`src/rtl/mips_ctrl_pkg.sv`:
```
// Shared types and constants for the MIPS pipeline hazard/forwarding control.
package mips_ctrl_pkg;

  typedef enum logic [1:0] {
    FWD_REG = 2'b00,
    FWD_WB  = 2'b01,
    FWD_MEM = 2'b10
  } fwd_sel_e;

  localparam int unsigned REG_ZERO   = 0;
  localparam int unsigned WAIT_CNT_W = 4;

  // Control bits common to every shadowed stage (EX, MEM, WB).
  typedef struct packed {
    logic v;
    logic reg_write;
  } stage_shadow_t;

  localparam stage_shadow_t SHADOW_NOP = '{v: 1'b0, reg_write: 1'b0};

endpackage

```
`src/rtl/mips_fwd_mux.sv`:
```
// EX-stage operand selection: register value, WB result or MEM ALU result.
module mips_fwd_mux
  import mips_ctrl_pkg::*;
#(
  parameter int unsigned DATA_W = 32
) (
  input  logic [1:0]        a_sel,
  input  logic [1:0]        b_sel,
  input  logic [DATA_W-1:0] rd1,
  input  logic [DATA_W-1:0] rd2,
  input  logic [DATA_W-1:0] mem_val,
  input  logic [DATA_W-1:0] wb_val,
  output logic [DATA_W-1:0] op_a,
  output logic [DATA_W-1:0] op_b
);

  function automatic logic [DATA_W-1:0] pick(input logic [1:0]        sel,
                                             input logic [DATA_W-1:0] reg_val,
                                             input logic [DATA_W-1:0] m_val,
                                             input logic [DATA_W-1:0] w_val);
    case (sel)
      FWD_MEM: pick = m_val;
      FWD_WB:  pick = w_val;
      default: pick = reg_val;
    endcase
  endfunction

  assign op_a = pick(a_sel, rd1, mem_val, wb_val);
  assign op_b = pick(b_sel, rd2, mem_val, wb_val);

endmodule

```
`src/rtl/mips_hazard_ctrl.sv`:
```
// Pipeline control for the 5-stage MIPS core: data stalls, EX forwarding,
// branch flush and multi-cycle data-memory freeze, tracked with stage shadows.
module mips_hazard_ctrl
  import mips_ctrl_pkg::*;
#(
  parameter int unsigned DATA_W   = 32,
  parameter int unsigned REG_AW   = 5,
  parameter bit          FWD_EN   = 1'b1,
  parameter int unsigned MEM_WAIT = 0
) (
  input  logic              clk,
  input  logic              rst,
  input  logic              id_valid,
  input  logic [REG_AW-1:0] id_rs,
  input  logic [REG_AW-1:0] id_rt,
  input  logic              id_use_rs,
  input  logic              id_use_rt,
  input  logic [REG_AW-1:0] id_dest,
  input  logic              id_reg_write,
  input  logic              id_load,
  input  logic              id_store,
  input  logic              ex_branch_taken,
  input  logic [DATA_W-1:0] ex_rd1,
  input  logic [DATA_W-1:0] ex_rd2,
  input  logic [DATA_W-1:0] mem_alu_result,
  input  logic [DATA_W-1:0] wb_result,
  output logic              stall_if,
  output logic              stall_id,
  output logic              bubble_ex,
  output logic              flush_id,
  output logic              freeze,
  output logic [1:0]        fwd_a_sel,
  output logic [1:0]        fwd_b_sel,
  output logic [DATA_W-1:0] ex_op_a,
  output logic [DATA_W-1:0] ex_op_b
);

  typedef logic [REG_AW-1:0] reg_t;

  stage_shadow_t ex_q, ex_d, mem_q, mem_d, wb_q, wb_d;
  reg_t ex_dest_q, ex_dest_d, ex_rs_q, ex_rs_d, ex_rt_q, ex_rt_d;
  reg_t mem_dest_q, mem_dest_d, wb_dest_q, wb_dest_d;
  logic ex_load_q, ex_load_d, ex_mem_acc_q, ex_mem_acc_d;
  logic mem_mem_acc_q, mem_mem_acc_d;
  logic [WAIT_CNT_W-1:0] wait_cnt_q, wait_cnt_d;
  logic waited_q, waited_d;

  logic hit_ex_c, hit_mem_c, hit_wb_c, stall_c, mem_start_c, freeze_c;

  function automatic logic hit(input stage_shadow_t s, input reg_t dest,
                               input reg_t src, input logic used);
    return used && s.v && s.reg_write && (dest == src) && (src != REG_AW'(REG_ZERO));
  endfunction

  // Hazard detection and output priority: freeze > branch > data stall.
  always_comb begin
    hit_ex_c  = hit(ex_q, ex_dest_q, id_rs, id_use_rs) || hit(ex_q, ex_dest_q, id_rt, id_use_rt);
    hit_mem_c = hit(mem_q, mem_dest_q, id_rs, id_use_rs) || hit(mem_q, mem_dest_q, id_rt, id_use_rt);
    hit_wb_c  = hit(wb_q, wb_dest_q, id_rs, id_use_rs) || hit(wb_q, wb_dest_q, id_rt, id_use_rt);
    stall_c   = id_valid && (FWD_EN ? (hit_ex_c && ex_load_q)
                                    : (hit_ex_c || hit_mem_c || hit_wb_c));
    // A held access that already finished its wait must not re-arm the counter.
    mem_start_c = (MEM_WAIT != 0) && mem_q.v && mem_mem_acc_q &&
                  (wait_cnt_q == '0) && !waited_q;
    freeze_c    = mem_start_c || (wait_cnt_q != '0);

    stall_if  = 1'b0;
    stall_id  = 1'b0;
    bubble_ex = 1'b0;
    flush_id  = 1'b0;
    freeze    = freeze_c;
    if (freeze_c) begin
      stall_if = 1'b1;
      stall_id = 1'b1;
    end else if (ex_branch_taken) begin
      flush_id  = 1'b1;
      bubble_ex = 1'b1;
    end else if (stall_c) begin
      stall_if  = 1'b1;
      stall_id  = 1'b1;
      bubble_ex = 1'b1;
    end
  end

  // Forwarding selects for the EX instruction; MEM wins over WB, loads never forward from MEM.
  always_comb begin
    fwd_a_sel = FWD_REG;
    fwd_b_sel = FWD_REG;
    if (FWD_EN) begin
      if (hit(mem_q, mem_dest_q, ex_rs_q, 1'b1) && !mem_mem_acc_q) fwd_a_sel = FWD_MEM;
      else if (hit(wb_q, wb_dest_q, ex_rs_q, 1'b1))                 fwd_a_sel = FWD_WB;
      if (hit(mem_q, mem_dest_q, ex_rt_q, 1'b1) && !mem_mem_acc_q) fwd_b_sel = FWD_MEM;
      else if (hit(wb_q, wb_dest_q, ex_rt_q, 1'b1))                 fwd_b_sel = FWD_WB;
    end
  end

  // Shadow advance mirrors the pipeline registers under the controls driven above.
  always_comb begin
    wait_cnt_d = wait_cnt_q;
    if (mem_start_c)             wait_cnt_d = WAIT_CNT_W'(MEM_WAIT - 1);
    else if (wait_cnt_q != '0)   wait_cnt_d = wait_cnt_q - WAIT_CNT_W'(1);
    waited_d = freeze_c && (wait_cnt_d == '0);

    ex_d          = ex_q;
    ex_dest_d     = ex_dest_q;
    ex_rs_d       = ex_rs_q;
    ex_rt_d       = ex_rt_q;
    ex_load_d     = ex_load_q;
    ex_mem_acc_d  = ex_mem_acc_q;
    mem_d         = mem_q;
    mem_dest_d    = mem_dest_q;
    mem_mem_acc_d = mem_mem_acc_q;
    wb_d          = SHADOW_NOP;
    wb_dest_d     = wb_dest_q;
    if (!freeze_c) begin
      wb_d          = mem_q;
      wb_dest_d     = mem_dest_q;
      mem_d         = ex_q;
      mem_dest_d    = ex_dest_q;
      mem_mem_acc_d = ex_mem_acc_q;
      ex_d.v        = id_valid && !bubble_ex;
      ex_d.reg_write = id_reg_write;
      ex_dest_d     = id_dest;
      // Unused sources are stored as r0 so they can never match.
      ex_rs_d       = id_use_rs ? id_rs : REG_AW'(REG_ZERO);
      ex_rt_d       = id_use_rt ? id_rt : REG_AW'(REG_ZERO);
      ex_load_d     = id_load;
      ex_mem_acc_d  = id_load || id_store;
    end
  end

  always_ff @(posedge clk) begin
    if (rst) begin
      ex_q          <= SHADOW_NOP;
      ex_dest_q     <= '0;
      ex_rs_q       <= '0;
      ex_rt_q       <= '0;
      ex_load_q     <= 1'b0;
      ex_mem_acc_q  <= 1'b0;
      mem_q         <= SHADOW_NOP;
      mem_dest_q    <= '0;
      mem_mem_acc_q <= 1'b0;
      wb_q          <= SHADOW_NOP;
      wb_dest_q     <= '0;
      wait_cnt_q    <= '0;
      waited_q      <= 1'b0;
    end else begin
      ex_q          <= ex_d;
      ex_dest_q     <= ex_dest_d;
      ex_rs_q       <= ex_rs_d;
      ex_rt_q       <= ex_rt_d;
      ex_load_q     <= ex_load_d;
      ex_mem_acc_q  <= ex_mem_acc_d;
      mem_q         <= mem_d;
      mem_dest_q    <= mem_dest_d;
      mem_mem_acc_q <= mem_mem_acc_d;
      wb_q          <= wb_d;
      wb_dest_q     <= wb_dest_d;
      wait_cnt_q    <= wait_cnt_d;
      waited_q      <= waited_d;
    end
  end

  mips_fwd_mux #(.DATA_W(DATA_W)) u_fwd_mux (
    .a_sel   (fwd_a_sel),
    .b_sel   (fwd_b_sel),
    .rd1     (ex_rd1),
    .rd2     (ex_rd2),
    .mem_val (mem_alu_result),
    .wb_val  (wb_result),
    .op_a    (ex_op_a),
    .op_b    (ex_op_b)
  );

endmodule
```
`config.mk`:
```
export PLATFORM = sky130hd
export DESIGN_NAME = mips_hazard_ctrl
export DESIGN_NICKNAME = d
export VERILOG_FILES = /design/src/rtl/mips_ctrl_pkg.sv /design/src/rtl/mips_fwd_mux.sv /design/src/rtl/mips_hazard_ctrl.sv
export SDC_FILE = /design/constraint.sdc
export NUM_CORES = 1
export LEC_CHECK = 0
export ABC_AREA = 1
export CAP_MARGIN = 0
export CELL_PAD_IN_SITES_DETAIL_PLACEMENT = 1
export CELL_PAD_IN_SITES_GLOBAL_PLACEMENT = 1
export CORE_MARGIN = 2
export CORE_UTILIZATION = 21
export CTS_CLUSTER_SIZE = 30
export DETAILED_ROUTE_END_ITERATION = 7
export PLACE_DENSITY = 0.84
export SYNTH_ARGS = -nofsm -noshare
export SYNTH_HDL_FRONTEND = slang
export SYNTH_SLANG_ARGS = --single-unit
```
`constraint.sdc`:
```
create_clock -name clk -period 1.8 [get_ports clk]
set_clock_uncertainty 0.15 [all_clocks]
set_input_delay 0.36 -clock clk [delete_from_list [all_inputs] [get_ports clk]]
set_output_delay 0.36 -clock clk [all_outputs]
set_load 0.03 [all_outputs]
```
==> results of run 1 <==
## registers in the layout (all words and copies together), names as in the netlist
name           cells
mem_q              2
ex_rs_q            5
ex_load_q          1
wb_dest_q          5
mem_dest_q         5
wb_q               2
ex_dest_q          5
wait_cnt_q         4
mem_mem_acc_q      1
ex_rt_q            5
ex_mem_acc_q       1
ex_q               2
## metrics by stage
stage / setup TNS, ns / cells / worst slack, ns / utilization / cell area, sq um
5_1_grt: -62.92 / 1179 / -1.13 / 0.658 / 10900
3_5_place_dp: -40.85 / 1073 / -0.834 / 0.434 / 7180
3_3_place_gp: -36.17 / 1073 / -0.737 / 0.434 / 7180
4_1_cts: -44.20 / 1163 / -0.749 / 0.631 / 10400
2_1_floorplan: -0.383 / 585 / -0.0226 / - / 4430
6_report: -62.68 / 1179 / -1.16 / 0.658 / 10900
## logic make-up (layout without fill, tap and decap cells)
logic type	count (synthesis)	in the layout	share of synthesized area
simple gates	404	404	0.556
buf+inv	94	464	0.137
compound gates	39	39	0.0644
flops	38	38	0.215
xor+xnor	8	8	0.0198
fa+ha+maj	2	2	0.00708
other cells	0	4	0
## where the power goes
group          leakage [nW]  total, mW  switching [mW]  internal, mW
sequential            0.321       1.26           0.190          1.07
clock                0.0971       1.22           0.386         0.833
combinational          4.05       4.19            2.37          1.82
## cells in the mapped netlist, drive strengths merged (3+ instances only)
library cell	n	share of area
o22ai	11	0.019
xor2	5	0.012
clkbuf	4	0.0042
nor3	7	0.013
dfxtp	38	0.22
xnor2	3	0.0074
nand4	7	0.012
nand2	154	0.17
nor2	31	0.038
o21ai	21	0.030
inv	55	0.059
o32ai	5	0.012
buf	35	0.074
nand3	205	0.33
## cell type report
type / count / area share
Antenna cell: 4 / 0.000921
Clock buffer: 6 / 0.0128
Clock inverter: 2 / 0.00552
Inverter: 55 / 0.0230
Multi-Input combinational cell: 453 / 0.438
Sequential cell: 38 / 0.0734
Tap cell: 220 / 0.0253
Timing Repair Buffer: 400 / 0.419
Timing Repair inverter: 1 / 0.00184
## worst register-to-register path, stage by stage, from the launching register on
cell	delay (ns)
dfxtp_1	0.35
inv_2	0.07
ha_4	0.16
nand3_4	0.11
inv_2	0.08
nor2_4	0.17
inv_1	0.12
buf_12	0.18
o21ai_0	0.32
## worst paths after layout
kind | end | slack, ns
max | ex_op_b[28] | -1.16
min | ex_rs_q[3]$_SDFFE_PP0N_ | 0.35
max reg2reg | ex_rt_q[0]$_SDFFE_PP0N_ | -0.05
min reg2reg | ex_load_q$_SDFFE_PP0N_ | 0.35
## what timing repair did
item,in CTS,in global routing
setup buffers,59,21
endpoints found under the setup margin,104,76
gates cloned,25,1
resized for setup,479,114
pin swaps,60,53
## routing by layer
metal,routed length [microns],share of wire,global-route usage,up-vias
met1,12300,0.31,0.378,3192
met4,4900,0.12,0.314,2
met3,4090,0.10,0.0989,279
met2,18400,0.46,0.682,483
met5,17,0.00043,0,-
li1,-,-,-,2727
==> run metrics, run 1 <==
highest achievable clock rate 338 MHz; total grt overflow 0; number of enable flip-flop cells after synthesis 0; Hold Slack 0.347 ns; multi-input logic area 4760 sq um; largest net degree at the start of global routing 25; Wirelength per Cell 33.7 microns; commonest non-fill, non-tap cell in the layout nand3_4; Final period util 1.64; global-route wire length before repair 50.3 mm; port bufs 224; via-per-instance ratio 5.67; Netlist cell types 26; max incr delay on CP 0.37 ns; Reg2Reg Depth 8; share of cells above drive strength 1 0.621; crit path buf inv count 7; initial antenna violation count 5; core area 16500 sq um; Num Clock Sinks 38; Worst EP required 1.29 ns; Hold WC Path Type primary input to register; crit path from wb_dest_q[0]$_SDFFE_PP0N_; H-tree lvl count 2; MaxCap Viol Count 0; worst setup margin -1.16 ns; worst slew pin tran 0.532 ns; mapped cell area 3530 sq um; ys async rst share 0; Syn Nets 739; CTS buffer count 5; Total Routed Length 39.7 mm; commonest cells after routing, fill and taps aside nand3_4, clkdlybuf4s50_1, nand2_1; status finished with violations; CTS tree yes; FF/Latch Area 798 sq um; DR iter-0 viols 451; clock buffer depth 2; critical path launch point type register; Top FF cell, synth dfxtp_1; first drt pass iteration count 6; HP Start id_rs[3]; cell count along the critical path 12; maximum VDD drop 0.000814 V; # DRC 0; P_leak 4.47 nW; RSZ-0062 raised after global routing yes; Critical Path End Type primary output; gp weighted congestion 0.910; hold depth 4; min Tclk post-route 2.96 ns; synthesized area per cell 6.04 sq um; Ports 225; CP delay by family, top buffers and inverters; via count 6683; Layout area overhead 208%; Final setup viols 72; crit path cell chain inv_2, buf_4, nor2_1, nor3_2, buf_4, buf_4, nand3_4, buf_8, buf_16, nand3_4, nand3_4, buf_6; Hold-fix buffers, CTS 0; crit-path max FO 7; #FFs+latches synth 38; failing checks setup timing; Die ar. 17900 sq um; Synth warnings 0; Row Count 47; vias in the first global route 7236; sequential fraction of the synthesis area 0.215; final number of hold-violating endpoints 0; GRT Total Usage 0.385; Initial Util 0.214; Slew headroom 0.644; Die H 134 microns; Fillers 1692; Setup Crit Path Kind register to primary output; R2R Path Start wait_cnt_q[1]$_SDFFE_PP0P_; clk slew on worst S/H paths 0.06 ns; # nets final 1108; max-slew violation count 0; Detailed Place HPWL 16.0 mm; Worst Path Arrival 2.45 ns; clk_lat worst skew 0.29 ns; Power, Total 6.67 mW; antenna-violating nets left 0; P per Cell Area 614 nW/um^2; die extent in x 134 microns; CTS root buf clkbuf_16; Critical-path top delay cell dfxtp_2; Syn Inst Count 585
Power figures use the tool's default switching activity.
==> run 2: changes to the inputs <==
--- a/config.mk
+++ b/config.mk
@@ -10,10 +10,10 @@
 export CELL_PAD_IN_SITES_DETAIL_PLACEMENT = 1
 export CELL_PAD_IN_SITES_GLOBAL_PLACEMENT = 1
 export CORE_MARGIN = 2
-export CORE_UTILIZATION = 21
+export CORE_UTILIZATION = 26
 export CTS_CLUSTER_SIZE = 30
 export DETAILED_ROUTE_END_ITERATION = 7
-export PLACE_DENSITY = 0.84
+export PLACE_DENSITY = 0.95
 export SYNTH_ARGS = -nofsm -noshare
 export SYNTH_HDL_FRONTEND = slang
 export SYNTH_SLANG_ARGS = --single-unit
==> constraint.sdc (replaced) <==
create_clock -name clk -period 3.62 [get_ports clk]
set_clock_uncertainty 0.15 [all_clocks]
set_input_delay 0.724 -clock clk [delete_from_list [all_inputs] [get_ports clk]]
set_output_delay 0.724 -clock clk [all_outputs]
set_load 0.03 [all_outputs]
==> run metrics, run 2 (synthesized netlist as in run 1, its figures left out) <==
critical path launch point type register; Num Clock Sinks 38 (unchanged); Critical-path top delay cell clkdlybuf4s50_1; Final Util 0.449 (-0.209); crit path cell chain inv_2, nor2_1, nor3_1, nand2_1, nor2_2, buf_4, nand3_1, nand3_1, clkdlybuf4s50_1; total grt overflow 0 (unchanged); Reg2Reg Depth 6 (-2); CTS buffer count 5 (unchanged); status complete, no violations; Final period util 0.944; gp weighted congestion 0.855 (-6.0%); hold depth 2 (-2); first drt pass iteration count 4 (-2); Worst EP required 2.75 ns (+1.46 ns); crit-path max FO 24 (+17); grt met3 use 0.0377 (-0.0612); max incr delay on CP 0.68 ns (+0.31 ns); min Tclk post-route 3.42 ns; H-tree lvl count 2 (unchanged); port bufs 224 (unchanged); worst setup margin 0.204 ns (+1.36 ns); GRT Total Usage 0.230 (-0.155); R2R Path Start wait_cnt_q[0]$_SDFFE_PP0P_; Hold-fix buffers, CTS 0 (unchanged); Slew headroom 0.602 (-0.0422); core area 13200 sq um (-20%); Row Count 42 (-11%); initial antenna violation count 0 (-5); commonest cells after routing, fill and taps aside nand3_1, clkdlybuf4s50_1, nand2_1; Final setup viols 0 (-100%); Hold Slack 0.332 ns (-0.0150 ns); Die ar. 14500 sq um (-19%); Die H 121 microns (-9.8%); Power, Total 2.37 mW (-64%); RSZ-0062 raised after global routing no; antenna-violating nets left 0 (unchanged); largest net degree at the start of global routing 65 (+160%); vias in the first global route 5082 (-30%); worst r2r dst ex_rs_q[0]$_SDFFE_PP0N_; Fillers 1738 (+2.7%); Initial Util 0.267 (+0.0530); Hold WC Path Type register to register; share of cells above drive strength 1 0.143 (-0.478); gr busiest metal met2; Critical Path End Type primary output; CP dominant cell by count nand3_1; diodes inserted 0 (-4); # nets final 944 (-15%); # DRC 0 (unchanged); crit path from ex_rt_q[0]$_SDFFE_PP0N_; Ports 225 (unchanged); Wirelength per Cell 18.1 microns (-46%); MaxCap Viol Count 0 (unchanged); via-per-instance ratio 5.10 (-9.9%); grt met2 use 0.428 (-0.254); max-slew violation count 0 (unchanged); worst slew pin tran 0.596 ns (+0.0643 ns); pre-CTS setup slack 0.121 ns (+0.955 ns); Layout area overhead 68.2%; highest achievable clock rate 293 MHz; TNS Setup 0 ns (+62.68 ns); clock buffer depth 2 (unchanged); worst reg2reg setup slack 1.50 ns (+1.55 ns); Worst Path Arrival 2.54 ns (+0.09 ns); DR iter-0 viols 258 (-43%); die extent in x 121 microns (-9.8%); met1 Resource Use GR 0.267 (-0.110); Setup Crit Path Kind register to primary output; HP Start ex_mem_acc_q$_SDFFE_PP0N_; clk slew on worst S/H paths 0.06 ns (about the same); commonest non-fill, non-tap cell in the layout nand3_1; Total Routed Length 17.5 mm (-56%); P per Cell Area 399 nW/um^2 (-35%); WHS Endpoint ex_mem_acc_q$_SDFFE_PP0N_; maximum VDD drop 0.000393 V (-52%); final number of hold-violating endpoints 0 (unchanged); P_leak 2.57 nW (-42%); via count 4936 (-26%); global-route wire length before repair 26.8 mm (-47%); clk_lat worst skew 0.28 ns (about the same); CTS tree yes; CTS root buf clkbuf_16; Detailed Place HPWL 13.5 mm (-15%)
-- run 2: changes by cell type in the layout (fill, tap and decap cells not counted), sizes merged, moves of 2 or more --
cell	change
buf	-192
clkbuf	-2
clkdlybuf4s50	+39
diode	-4
dlygate4sd2	-9
dlymetal6s2s	+2
-- run 2: stage by stage --
step                instances  instance area (sq um)
finish                    967                   5940
global route              967                   5940
CTS                       967                   5930
detailed placement        959                   5740
global placement          959                   5740
floorplan                 585                   3530
-- run 2: worst max-delay path by stage --
stage,slack [ns],to,cells after the start
floorplan,1.09,stall_if,11
global placement,0.17,stall_if,12
detailed placement,0.12,stall_id,12
CTS,0.008,stall_if,12
global route,0.04,ex_op_b[7],9
finish,0.20,ex_op_b[11],9
-- run 2: cell type report --
cell class | count | area [sq um] | share of cell area
multi-input cells | 453 | 2290 | 0.385
repair buffers | 237 | 2260 | 0.381
flip-flops and latches | 38 | 761 | 0.128
well taps | 176 | 220 | 0.0371
inverters | 55 | 209 | 0.0352
clock buffers | 6 | 139 | 0.0234
clock inverters | 2 | 60.1 | 0.0101
-- run 2: report_power, final --
group | internal (mW) | leakage [nW] | switching (mW) | total, mW
Sequential | 0.521 | 0.310 | 0.0731 | 0.594
Combinational | 0.476 | 2.17 | 0.714 | 1.19
Clock | 0.414 | 0.0971 | 0.172 | 0.586
-- run 2: repair_timing --
item / in CTS / in global routing
endpoints found under the setup margin: 1 / 7
gates cloned: 0 / 0
endpoints found under the hold margin: 0 / 0
buffers inserted: 0 / 0
pin swaps: 0 / 0
gates resized for setup: 1 / 3
-- run 2: worst max-delay path: cells and delay by family (launching register included) --
kind	cells	cell delay (ns)
and+or+nand+nor	6	0.86
buffers and inverters	3	1.07
DFF	1	0.33
-- run 2: layer usage --
layer	wire length, microns	vias up
met5	0	-
met4	510	0
met3	1180	33
met2	9020	194
met1	6760	2343
li1	-	2366
